--- src/rtl/sonar_frame_tx.sv ---
// Sonar frame transmitter: sends "aaa,ddd#" as 7E2 UART characters and pulses pronto at the end.
// Optional macro SONAR_FRAME_CRLF_EN appends CR/LF to every frame.
module sonar_frame_tx #(
    parameter int unsigned BIT_TICKS = 434,
    parameter int unsigned TICK_W    = 9
) (
    input  logic        clock,
    input  logic        reset,
    input  logic        inicio,
    input  logic [11:0] dados,
    input  logic [23:0] angulos,
    output logic        saida_serial,
    output logic        ocupado,
    output logic        pronto,
    output logic [3:0]  db_estado
);

`ifdef SONAR_FRAME_CRLF_EN
    localparam int unsigned NCHAR = 10;
`else
    localparam int unsigned NCHAR = 8;
`endif
    localparam int unsigned CIDX_W = $clog2(NCHAR);
    localparam int unsigned CHAR_W = 7;

    typedef enum logic [3:0] {
        IDLE     = 4'd0,
        LOAD     = 4'd1,
        START    = 4'd2,
        DATA     = 4'd3,
        PARIDADE = 4'd4,
        STOP     = 4'd5,
        PROXIMO  = 4'd6,
        FIM      = 4'd7
    } state_t;

    state_t state, state_d;

    logic [3*CHAR_W-1:0]             ang_q;
    logic [11:0]                     dat_q;
    logic [NCHAR-1:0][CHAR_W-1:0]    frame_q, frame_d;
    logic [CIDX_W-1:0]               char_idx;
    logic [2:0]                      bit_idx;
    logic [TICK_W-1:0]               tick_cnt;
    logic [CHAR_W-1:0]               cur_char;
    logic                            tick_end, timed, last_char;
    logic                            bit_clr, bit_inc, char_inc;
    logic                            line_d, busy_d;

    // Bit 7 of each angle character never reaches the line.
    logic unused_ang_msb;
    assign unused_ang_msb = ^{angulos[23], angulos[15], angulos[7]};

    function automatic logic [CHAR_W-1:0] bcd_ascii(input logic [3:0] n);
        return (n > 4'd9) ? 7'h3F : 7'(7'h30 + {3'b000, n});
    endfunction

    assign tick_end  = (tick_cnt == TICK_W'(BIT_TICKS - 1));
    assign timed     = (state == START) || (state == DATA) || (state == PARIDADE) || (state == STOP);
    assign last_char = (char_idx == CIDX_W'(NCHAR - 1));
    assign cur_char  = frame_q[char_idx];
    assign db_estado = state;

    // Character buffer contents built from the captured measurement.
    always_comb begin
        frame_d    = '0;
        frame_d[0] = ang_q[20:14];
        frame_d[1] = ang_q[13:7];
        frame_d[2] = ang_q[6:0];
        frame_d[3] = 7'h2C;
        frame_d[4] = bcd_ascii(dat_q[11:8]);
        frame_d[5] = bcd_ascii(dat_q[7:4]);
        frame_d[6] = bcd_ascii(dat_q[3:0]);
        frame_d[7] = 7'h23;
`ifdef SONAR_FRAME_CRLF_EN
        frame_d[8] = 7'h0D;
        frame_d[9] = 7'h0A;
`endif
    end

    always_ff @(posedge clock or negedge reset) begin
        if (!reset) begin
            state <= IDLE;
        end else begin
            state <= state_d;
        end
    end

    // Next state, line level and counter control; PROXIMO is resolved inside the last STOP tick.
    always_comb begin
        state_d  = state;
        line_d   = 1'b1;
        bit_clr  = 1'b0;
        bit_inc  = 1'b0;
        char_inc = 1'b0;
        busy_d   = 1'b0;
        case (state)
            IDLE: begin
                if (inicio) begin
                    state_d = LOAD;
                    busy_d  = 1'b1;
                end
            end
            LOAD: begin
                state_d = START;
                busy_d  = 1'b1;
            end
            START: begin
                line_d = 1'b0;
                busy_d = 1'b1;
                if (tick_end) begin
                    state_d = DATA;
                    bit_clr = 1'b1;
                end
            end
            DATA: begin
                line_d = cur_char[bit_idx];
                busy_d = 1'b1;
                if (tick_end) begin
                    if (bit_idx == 3'd6) begin
                        state_d = PARIDADE;
                        bit_clr = 1'b1;
                    end else begin
                        bit_inc = 1'b1;
                    end
                end
            end
            PARIDADE: begin
                line_d = ^cur_char;
                busy_d = 1'b1;
                if (tick_end) begin
                    state_d = STOP;
                    bit_clr = 1'b1;
                end
            end
            STOP: begin
                busy_d = 1'b1;
                if (tick_end) begin
                    if (bit_idx == 3'd1) begin
                        bit_clr = 1'b1;
                        if (last_char) begin
                            state_d = FIM;
                        end else begin
                            state_d  = START;
                            char_inc = 1'b1;
                        end
                    end else begin
                        bit_inc = 1'b1;
                    end
                end
            end
            PROXIMO: begin
                busy_d  = 1'b1;
                bit_clr = 1'b1;
                if (last_char) begin
                    state_d = FIM;
                end else begin
                    state_d  = START;
                    char_inc = 1'b1;
                end
            end
            FIM: begin
                state_d = IDLE;
            end
            default: begin
                state_d = IDLE;
            end
        endcase
    end

    // Input capture, character buffer and bit/char/tick counters.
    always_ff @(posedge clock or negedge reset) begin
        if (!reset) begin
            ang_q    <= '0;
            dat_q    <= '0;
            frame_q  <= '0;
            char_idx <= '0;
            bit_idx  <= '0;
            tick_cnt <= '0;
        end else begin
            if ((state == IDLE) && inicio) begin
                ang_q <= {angulos[22:16], angulos[14:8], angulos[6:0]};
                dat_q <= dados;
            end
            if (state == LOAD) begin
                frame_q  <= frame_d;
                char_idx <= '0;
                bit_idx  <= '0;
                tick_cnt <= '0;
            end else begin
                if (timed) begin
                    tick_cnt <= tick_end ? '0 : tick_cnt + TICK_W'(1);
                end
                if (bit_clr) begin
                    bit_idx <= '0;
                end else if (bit_inc) begin
                    bit_idx <= bit_idx + 3'd1;
                end
                if (char_inc) begin
                    char_idx <= char_idx + CIDX_W'(1);
                end
            end
        end
    end

    // Registered outputs trail the state by one cycle, keeping the line glitch-free.
    always_ff @(posedge clock or negedge reset) begin
        if (!reset) begin
            saida_serial <= 1'b1;
            ocupado      <= 1'b0;
            pronto       <= 1'b0;
        end else begin
            saida_serial <= line_d;
            ocupado      <= busy_d;
            pronto       <= (state == FIM);
        end
    end

endmodule

--- config.mk ---
export PLATFORM = sky130hd
export DESIGN_NAME = sonar_frame_tx
export DESIGN_NICKNAME = d
export VERILOG_FILES = /design/src/rtl/sonar_frame_tx.sv
export SDC_FILE = /design/constraint.sdc
export NUM_CORES = 1
export LEC_CHECK = 0
export ABC_CLOCK_PERIOD_IN_PS = 2800
export CORE_MARGIN = 5
export CORE_UTILIZATION = 55
export DETAILED_ROUTE_END_ITERATION = 8
export PLACE_DENSITY_LB_ADDON = 0.08
export SLEW_MARGIN = 0
export SYNTH_ARGS = -nofsm -noshare
export SYNTH_HDL_FRONTEND = slang
export SYNTH_SLANG_ARGS = --single-unit
--- constraint.sdc ---
create_clock -name clock -period 2.8 [get_ports clock]
set_clock_uncertainty 0.05 [all_clocks]
set_input_delay 0.56 -clock clock [delete_from_list [all_inputs] [get_ports clock]]
set_output_delay 0.56 -clock clock [all_outputs]
set_load 0.005 [all_outputs]
==> flow_metrics.env, run 1 <==
export IMPL_hold_viol_final=0
export IMPL_io_pins=46
export IMPL_fin_cells=562
export IMPL_synthDistinctLibCells=49
export IMPL_status="finished clean"
export IMPL_path_cells="mux2_2, o311ai_1, xor2_1, xnor2_1, xnor2_1, o22ai_1"
export IMPL_grt_first_pass_wirelength_um=13700
export IMPL_port_buffers=41
export IMPL_placedCellCount=546
export IMPL_nets=505
export IMPL_antenna_found_initial=0
export IMPL_ys_seq_elements=88
export IMPL_worst_path_buf_inv=0
export IMPL_max_stage_delay_ps=760
export IMPL_irDropWorstVdd_uv=325
export IMPL_cp_slowest_cell="dfrtp_1"
export IMPL_slew_violations=0
export IMPL_worstReg2RegStart="char_idx[1]"
export IMPL_synth_area_sq_um=4230
export IMPL_syn_num_nets=464
export IMPL_post_cts_setup_buffers=0
export IMPL_dp_hpwl_um=5180
export IMPL_finalCritPeriodShare_pct=82.2
export IMPL_htreeDepth=3
export IMPL_fin_tns_setup_ps=0
export IMPL_start_util_pct=55.6
export IMPL_layout_drive_gt1_share_pct=14.3
export IMPL_fmax_ghz=0.435
export IMPL_cts_root_buf="clkbuf_8"
export IMPL_cts_hold_buffers=0
export IMPL_drtAntennaViolNets=0
export IMPL_postSynth_asyncResetShare_pct=100
export IMPL_leakage_uw=0.00235
export IMPL_setup_viol=0
export IMPL_tightestPinTransition_ps=648
export IMPL_drc=0
export IMPL_crit_family="flip-flops"
export IMPL_synth_area_per_cell_sq_um=10.2
export IMPL_cp_end_kind="flip-flop"
export IMPL_wl_per_cell_um=13.5
export IMPL_worstHoldPathType="in2async"
export IMPL_cts_buffers=9
export IMPL_grt_pass1_vias=2961
export IMPL_cts_sinks=88
export IMPL_core_area_sq_um=7610
export IMPL_grt_max_degree=49
export IMPL_synth_edf_count=0
export IMPL_first_pass_iters=4
export IMPL_ys_top_cells_by_count="nand2_1 (96), dfrtp_1 (87), mux2_2 (34)"
export IMPL_grtUsageTotal_pct=17.5
export IMPL_start_kind="flip-flop"
export IMPL_die_w_um=97.7
export IMPL_postSynthCellCount=414
export IMPL_clkSlewWorstSetupHoldPaths_ps=90
export IMPL_cts_tree="built"
export IMPL_area_growth_pct=17.0
export IMPL_yosysMostFrequentCell="nand2_1"
export IMPL_gp_congestion=0.872
export IMPL_antenna_cells=0
export IMPL_drv_cap=0
export IMPL_yosys_most_used_dff="dfrtp_1"
export IMPL_insertion_delay_ps=360
export IMPL_yosys_warnings=0
export IMPL_drt_initial_drc_count=134
export IMPL_design_area_sq_um=4950
export IMPL_synth_area_leaders="dfrtp_1 (51%), mux2_2 (9.1%), nand2_1 (8.5%)"
export IMPL_place_area_sq_um=4740
export IMPL_startpoint="char_idx[1]"
export IMPL_arrival_ps=2520
export IMPL_ctsResizeCount=0
export IMPL_wl_um=7560
export IMPL_fp_row_count=32
export IMPL_synth_top_area_share_pct=51.5
export IMPL_netlist_top_cell_by_area="dfrtp_1"
export IMPL_ys_seq_area_share_pct=52.1
export IMPL_die_area_sq_um=9540
export IMPL_max_slew_margin_pct=56.8
export IMPL_crit_fanout=19
export IMPL_rsz0062_at_grt="false"
export IMPL_chipHeight_um=97.7
export IMPL_avgViaCountPerCell=5.27
export IMPL_vias=2960
export IMPL_crit_path_frequent_cell="xnor2_1"
export IMPL_finalCriticalPeriod_ps=2300
export IMPL_power_density_nw_per_um2=454
export IMPL_grt_remaining_overflow=0
export IMPL_clock_path_buffers=2
export IMPL_critical_path_class="reg2reg"
export IMPL_critical_path_required_ps=3020
==> metal layers <==
metal,GRT usage [%],vias to the layer above,share of wire [%]
met5,0,-,0
met1,23.2,1408,48
met2,27.6,48,46
li1,-,1492,-
met4,7.77,0,2.2
met3,3.52,12,3.6
==> stage by stage <==
| step | worst slack, ps | total power (uW) | util (%) | hold WS (ps) |
|---|---|---|---|---|
| floorplan | 790 | 1300 | - | 214 |
| global placement | 538 | 1370 | 62.3 | 397 |
| detailed placement | 494 | 1370 | 62.3 | 400 |
| CTS | 471 | 2270 | 65.0 | 137 |
| global route | 274 | 2330 | 65.0 | 160 |
| finish | 499 | 2240 | 65.0 | 133 |
==> flip-flops by register name (all words and copies together) (netlist names) <==
register / count
frame_q: 34
ang_q: 21
dat_q: 12
tick_cnt: 9
bit_idx: 3
char_idx: 3
db_estado: 3
ocupado: 1
pronto: 1
saida_serial: 1
==> power breakdown <==
part           total [uW]  switching, uW  internal, uW
registers            1270              0          1270
clock network         900            460           440
logic                74.2           29.4          44.8
==> path summary, 6_finish.rpt <==
kind | slack (ps) | endpoint | cells after the start
setup / recovery | 500 | saida_serial | 6
hold / removal | 130 | tick_cnt[5] | 1
setup reg to reg | 500 | saida_serial | 6
min in group clock | 420 | frame_q[18] | 2
max in group asynchronous | 1900 | saida_serial | 2
hold reg to reg | 420 | frame_q[18] | 2
==> final cells by class <==
cell class	count	area, sq um
Clock buffer	10	138
Clock inverter	6	67.6
Fill cell	661	2660
Inverter	10	37.5
Multi-Input combinational cell	296	1890
Sequential cell	88	2200
Tap cell	102	128
Timing Repair Buffer	50	488
==> cells in the final DEF (no fill, tap or decap), types with 10 or more instances in the layout <==
cell / instances
inv_1: 10
nor2_1: 28
mux2_2: 34
nand3_1: 10
o21ai_0: 19
clkdlybuf4s50_1: 40
a21oi_1: 17
mux2i_1: 11
dfrtp_1: 87
ha_1: 11
clkbuf_8: 10
nand2_1: 96
==> kinds of logic after synthesis <==
family | Yosys count | share of synthesized area, %
buf+inv | 30 | 3.37
fa+ha+maj | 11 | 3.25
simple gates | 160 | 16.4
xor+xnor | 14 | 2.90
mux | 47 | 12.5
flops | 88 | 52.1
compound gates | 63 | 9.44
other cells | 1 | 0.0887
(Power assumes the default switching activity.)
==> run 2: changes to the inputs <==
--- a/config.mk
+++ b/config.mk
@@ -5,9 +5,9 @@
 export SDC_FILE = /design/constraint.sdc
 export NUM_CORES = 1
 export LEC_CHECK = 0
-export ABC_CLOCK_PERIOD_IN_PS = 2800
+export ABC_CLOCK_PERIOD_IN_PS = 1950
 export CORE_MARGIN = 5
-export CORE_UTILIZATION = 55
+export CORE_UTILIZATION = 51
 export DETAILED_ROUTE_END_ITERATION = 8
 export PLACE_DENSITY_LB_ADDON = 0.08
 export SLEW_MARGIN = 0
==> constraint.sdc (replaced) <==
create_clock -name clock -period 1.95 [get_ports clock]
set_clock_uncertainty 0.05 [all_clocks]
set_input_delay 0.39 -clock clock [delete_from_list [all_inputs] [get_ports clock]]
set_output_delay 0.39 -clock clock [all_outputs]
set_load 0.005 [all_outputs]
==> flow_metrics.env, run 2 (synthesis results as in run 1) <==
export IMPL_status="finished with violations"
export IMPL_violations="hold timing"
export IMPL_worstHoldPathType="in2async"
export IMPL_clkSlewWorstSetupHoldPaths_ps=90
export IMPL_rsz0062_at_grt="true"
export IMPL_crit_fanout=6
export IMPL_arrival_ps=2160
export IMPL_crit_path_frequent_cell="xnor2_1"
export IMPL_wl_met2_um=4020
export IMPL_finalCritPeriodShare_pct=99.1
export IMPL_r2r_cells=8
export IMPL_finalPower_uw=3350
export IMPL_vias=3099
export IMPL_cts_buffers=9
export IMPL_cts_hold_buffers=0
export IMPL_r2r_end="saida_serial"
export IMPL_place_area_sq_um=4890
export IMPL_fillCellCount=664
export IMPL_area_growth_pct=26.8
export IMPL_critical_path_class="reg2reg"
export IMPL_preCtsSetupSlack_ps=-102
export IMPL_design_area_sq_um=5360
export IMPL_setup_ws_ps=17.2
export IMPL_finalCriticalPeriod_ps=1930
export IMPL_layout_drive_gt1_share_pct=24.5
export IMPL_cp_slowest_cell="dfrtp_2"
export IMPL_clock_path_buffers=2
export IMPL_drv_cap=0
export IMPL_grtUsageTotal_pct=17.4
export IMPL_nets=530
export IMPL_grt_first_pass_wirelength_um=14400
export IMPL_fin_util_pct=65.9
export IMPL_grt_remaining_overflow=0
export IMPL_drtAntennaViolNets=0
export IMPL_worst_path_buf_inv=1
export IMPL_drc=0
export IMPL_grt_max_degree=89
export IMPL_avgViaCountPerCell=5.25
export IMPL_startpoint="char_idx[1]"
export IMPL_fmax_ghz=0.517
export IMPL_largest_reg_flops=34
export IMPL_io_pins=46
export IMPL_top_layer_used="met4"
export IMPL_die_area_sq_um=10200
export IMPL_final_cell_mix="nand2_1 (95), dfrtp_1 (84), clkdlybuf4s50_1 (40)"
export IMPL_cts_tree="built"
export IMPL_hold_ws_ps=-14.0
export IMPL_reg2reg_slack_ps=20
export IMPL_dr_wl_met3_um=257
export IMPL_cp_end_kind="flip-flop"
export IMPL_largestRegisters="frame_q x34, ang_q x21, dat_q x12"
export IMPL_antenna_cells=0
export IMPL_power_density_nw_per_um2=624
export IMPL_max_stage_delay_ps=460
export IMPL_antenna_found_initial=0
export IMPL_wl_per_cell_um=14.2
export IMPL_setup_viol=0
export IMPL_drt_initial_drc_count=94
export IMPL_critical_path_required_ps=2170
export IMPL_die_w_um=101
export IMPL_crit_family="compound AO/OA/AOI/OAI gates"
export IMPL_grt_pass1_vias=3119
export IMPL_top_register="frame_q"
export IMPL_core_area_sq_um=8130
export IMPL_worstReg2RegStart="char_idx[1]"
export IMPL_htreeDepth=3
export IMPL_irDropWorstVdd_uv=380
export IMPL_slew_violations=0
export IMPL_gp_congestion=0.854
export IMPL_leakage_uw=0.00250
export IMPL_first_pass_iters=4
export IMPL_port_buffers=41
export IMPL_cts_sinks=88
export IMPL_hold_viol_final=5
export IMPL_fin_tns_setup_ps=0
export IMPL_fp_row_count=33
export IMPL_layout_commonest_cell="nand2_1"
export IMPL_dp_hpwl_um=5590
export IMPL_path_cells="buf_6, o21bai_4, a211oi_4, xnor2_1, o22ai_1, xnor2_1, xnor2_1, o22ai_1"
export IMPL_wl_um=8360
export IMPL_chipHeight_um=101
export IMPL_insertion_delay_ps=340
export IMPL_start_kind="flip-flop"
export IMPL_wl_met1_um=3950
export IMPL_cts_root_buf="clkbuf_8"
export IMPL_start_util_pct=52.0
-- run 2: changes by cell type in the layout (fill, tap and decap cells not counted), moves of 4 or more --
cell,delta
nor2_1,-4
buf_4,+18
buf_6,+5
ha_1,-4
-- run 2: report_power, final --
part	internal [uW]	leakage, uW	switching [uW]	total [uW]
sequential	1820	0.00119	0	1820
clock	761	0.000105	654	1420
combinational	64.5	0.00121	42.5	107
total	2650	0.00250	697	3350
-- run 2: per-layer routing --
| layer | vias to the layer above | GRT usage (%) |
|---|---|---|
| met4 | 0 | 5.21 |
| met2 | 37 | 28.8 |
| li1 | 1534 | - |
| met1 | 1517 | 22.5 |
| met5 | - | 0 |
| met3 | 11 | 4.64 |
-- run 2: worst max path at each step --
stage              endpoint  cells after the start
2_1_floorplan   tick_cnt[5]                      8
3_3_place_gp    tick_cnt[8]                     10
3_5_place_dp    tick_cnt[8]                     10
4_1_cts        saida_serial                      8
5_1_grt         tick_cnt[8]                      8
6_report       saida_serial                      8
-- run 2: worst register-to-register path: stages (launching register included) --
cell,delay [ps]
dfrtp_2,460
buf_6,140
o21bai_4,170
a211oi_4,290
xnor2_1,170
o22ai_1,120
xnor2_1,220
xnor2_1,110
o22ai_1,150
-- run 2: area by class of cell --
| cell class | count | area (sq um) | share of cell area, % |
|---|---|---|---|
| flip-flops and latches | 88 | 2210 | 41.2 |
| multi-input cells | 296 | 2040 | 38.0 |
| well taps | 105 | 131 | 2.45 |
| repair buffers | 75 | 719 | 13.4 |
| clock inverters | 6 | 91.3 | 1.70 |
| inverters | 10 | 37.5 | 0.700 |
| clock buffers | 10 | 138 | 2.57 |
-- run 2: timing repair --
action                     4_1_cts  5_1_grt
setup endpoints to repair        7       15
buffers inserted                 2        8
gates resized for setup         12       29
pin swaps                       10       26
hold endpoints to repair         0        0
gates cloned                     0        0
-- run 2: stage by stage --
step                      std cells  hold slack, ps
final                           590           -14.0
after floorplan                 414            44.4
after global routing            590            55.3
after detailed placement        564             405
after CTS                       582            38.0
after global placement          564             398
==> run 3: changes to the inputs <==
--- a/config.mk
+++ b/config.mk
@@ -9,6 +9,7 @@
 export CORE_MARGIN = 5
 export CORE_UTILIZATION = 51
 export DETAILED_ROUTE_END_ITERATION = 8
+export GPL_ROUTABILITY_DRIVEN = 0
 export PLACE_DENSITY_LB_ADDON = 0.08
 export SLEW_MARGIN = 0
 export SYNTH_ARGS = -nofsm -noshare
==> flow_metrics.env, run 3 (synthesis results as in run 1) <==
export IMPL_nets=531
export IMPL_fin_util_pct=65.7
export IMPL_cp_end_kind="flip-flop"
export IMPL_start_util_pct=52.0
export IMPL_wl_um=8820
export IMPL_final_cell_mix="nand2_1 (95), dfrtp_1 (86), clkdlybuf4s50_1 (40)"
export IMPL_dp_hpwl_um=5590
export IMPL_drv_cap=0
export IMPL_die_area_sq_um=10200
export IMPL_slew_violations=0
export IMPL_cts_tree="built"
export IMPL_cts_buffers=9
export IMPL_power_density_nw_per_um2=604
export IMPL_rsz0062_at_grt="true"
export IMPL_grt_remaining_overflow=0
export IMPL_port_buffers=41
export IMPL_top_layer_used="met4"
export IMPL_wl_met1_um=4050
export IMPL_area_growth_pct=26.4
export IMPL_cp_depth=8
export IMPL_vias=3158
export IMPL_finalCriticalPeriod_ps=1960
export IMPL_dr_wl_met3_um=300
export IMPL_grt_first_pass_wirelength_um=13900
export IMPL_cts_root_buf="clkbuf_8"
export IMPL_wl_per_cell_um=14.9
export IMPL_worstReg2RegStart="tick_cnt[0]"
export IMPL_clock_path_buffers=2
export IMPL_fmax_ghz=0.510
export IMPL_chipHeight_um=101
export IMPL_avgViaCountPerCell=5.34
export IMPL_drc=0
export IMPL_max_stage_delay_ps=480
export IMPL_worst_path_buf_inv=1
export IMPL_setup_viol=2
export IMPL_largestRegisters="frame_q x34, ang_q x21, dat_q x12"
export IMPL_grt_max_degree=89
export IMPL_critical_path_class="reg2reg"
export IMPL_wl_met2_um=4280
export IMPL_grt_pass1_vias=3068
export IMPL_reg2reg_slack_ps=-10
export IMPL_status="finished with violations"
export IMPL_irDropWorstVdd_uv=374
export IMPL_core_area_sq_um=8130
export IMPL_arrival_ps=2140
export IMPL_die_w_um=101
export IMPL_htreeDepth=3
export IMPL_top_register="frame_q"
export IMPL_start_kind="flip-flop"
export IMPL_crit_fanout=5
export IMPL_clkSlewWorstSetupHoldPaths_ps=100
export IMPL_worstHoldPathType="in2async"
export IMPL_path_cells="ha_4, nand4b_1, nor4_4, nand3_1, a21boi_2, buf_4, mux2i_1, nor2_1"
export IMPL_first_pass_iters=6
export IMPL_cts_hold_buffers=0
export IMPL_critical_path_required_ps=2130
export IMPL_crit_family="simple AND/OR/NAND/NOR gates"
export IMPL_leakage_uw=0.00253
export IMPL_hold_ws_ps=-32.8
export IMPL_layout_drive_gt1_share_pct=23.5
export IMPL_r2r_cells=8
export IMPL_preCtsSetupSlack_ps=-63.1
export IMPL_cts_sinks=88
export IMPL_finalCritPeriodShare_pct=101
export IMPL_startpoint="tick_cnt[0]"
export IMPL_antenna_found_initial=0
export IMPL_setup_ws_ps=-12.7
export IMPL_layout_commonest_cell="nand2_1"
export IMPL_drt_initial_drc_count=160
export IMPL_insertion_delay_ps=360
export IMPL_fin_tns_setup_ps=-15.3
export IMPL_place_area_sq_um=4920
export IMPL_fp_row_count=33
export IMPL_largest_reg_flops=34
export IMPL_hold_viol_final=12
export IMPL_grtUsageTotal_pct=17.2
export IMPL_drtAntennaViolNets=0
export IMPL_violations="hold timing, setup timing"
export IMPL_design_area_sq_um=5350
export IMPL_antenna_cells=0
export IMPL_io_pins=46
export IMPL_finalPower_uw=3230
export IMPL_cp_slowest_cell="dfrtp_1"
run 3: per-stage QoR:
| step | cells | hold WS, ps |
|---|---|---|
| CTS | 585 | 18.9 |
| global route | 591 | 32.8 |
| finish | 591 | -32.8 |
| global placement | 566 | 398 |
| detailed placement | 566 | 403 |
| floorplan | 414 | 44.4 |
run 3: per-layer routing:
| layer | GRT usage [%] | vias up |
|---|---|---|
| met2 | 27.4 | 62 |
| met4 | 6.24 | 0 |
| met5 | 0 | - |
| met3 | 4.22 | 13 |
| li1 | - | 1534 |
| met1 | 22.7 | 1549 |
run 3: worst paths after layout:
kind | end
max | char_idx[1]
min | ang_q[20]
max reg2reg | char_idx[1]
min reg2reg | frame_q[10]
max in group asynchronous | char_idx[1]
min in group clock | frame_q[10]
run 3: layout make-up:
| class | count | area, sq um |
|---|---|---|
| Sequential cell | 88 | 2200 |
| Clock inverter | 6 | 67.6 |
| Inverter | 10 | 37.5 |
| Fill cell | 655 | 2790 |
| Clock buffer | 10 | 138 |
| Multi-Input combinational cell | 296 | 2000 |
| Timing Repair Buffer | 76 | 767 |
| Tap cell | 105 | 131 |
run 3: where the power goes:
part | switching (uW) | internal (uW)
registers | 0 | 1820
logic | 43.0 | 64.6
clock network | 666 | 632
total | 709 | 2520
run 3: repair_timing:
action	CTS	global route
cloned	0	2
setup buffers	3	4
setup endpoints to repair	5	21
resized for setup	5	26
pin swaps	5	19
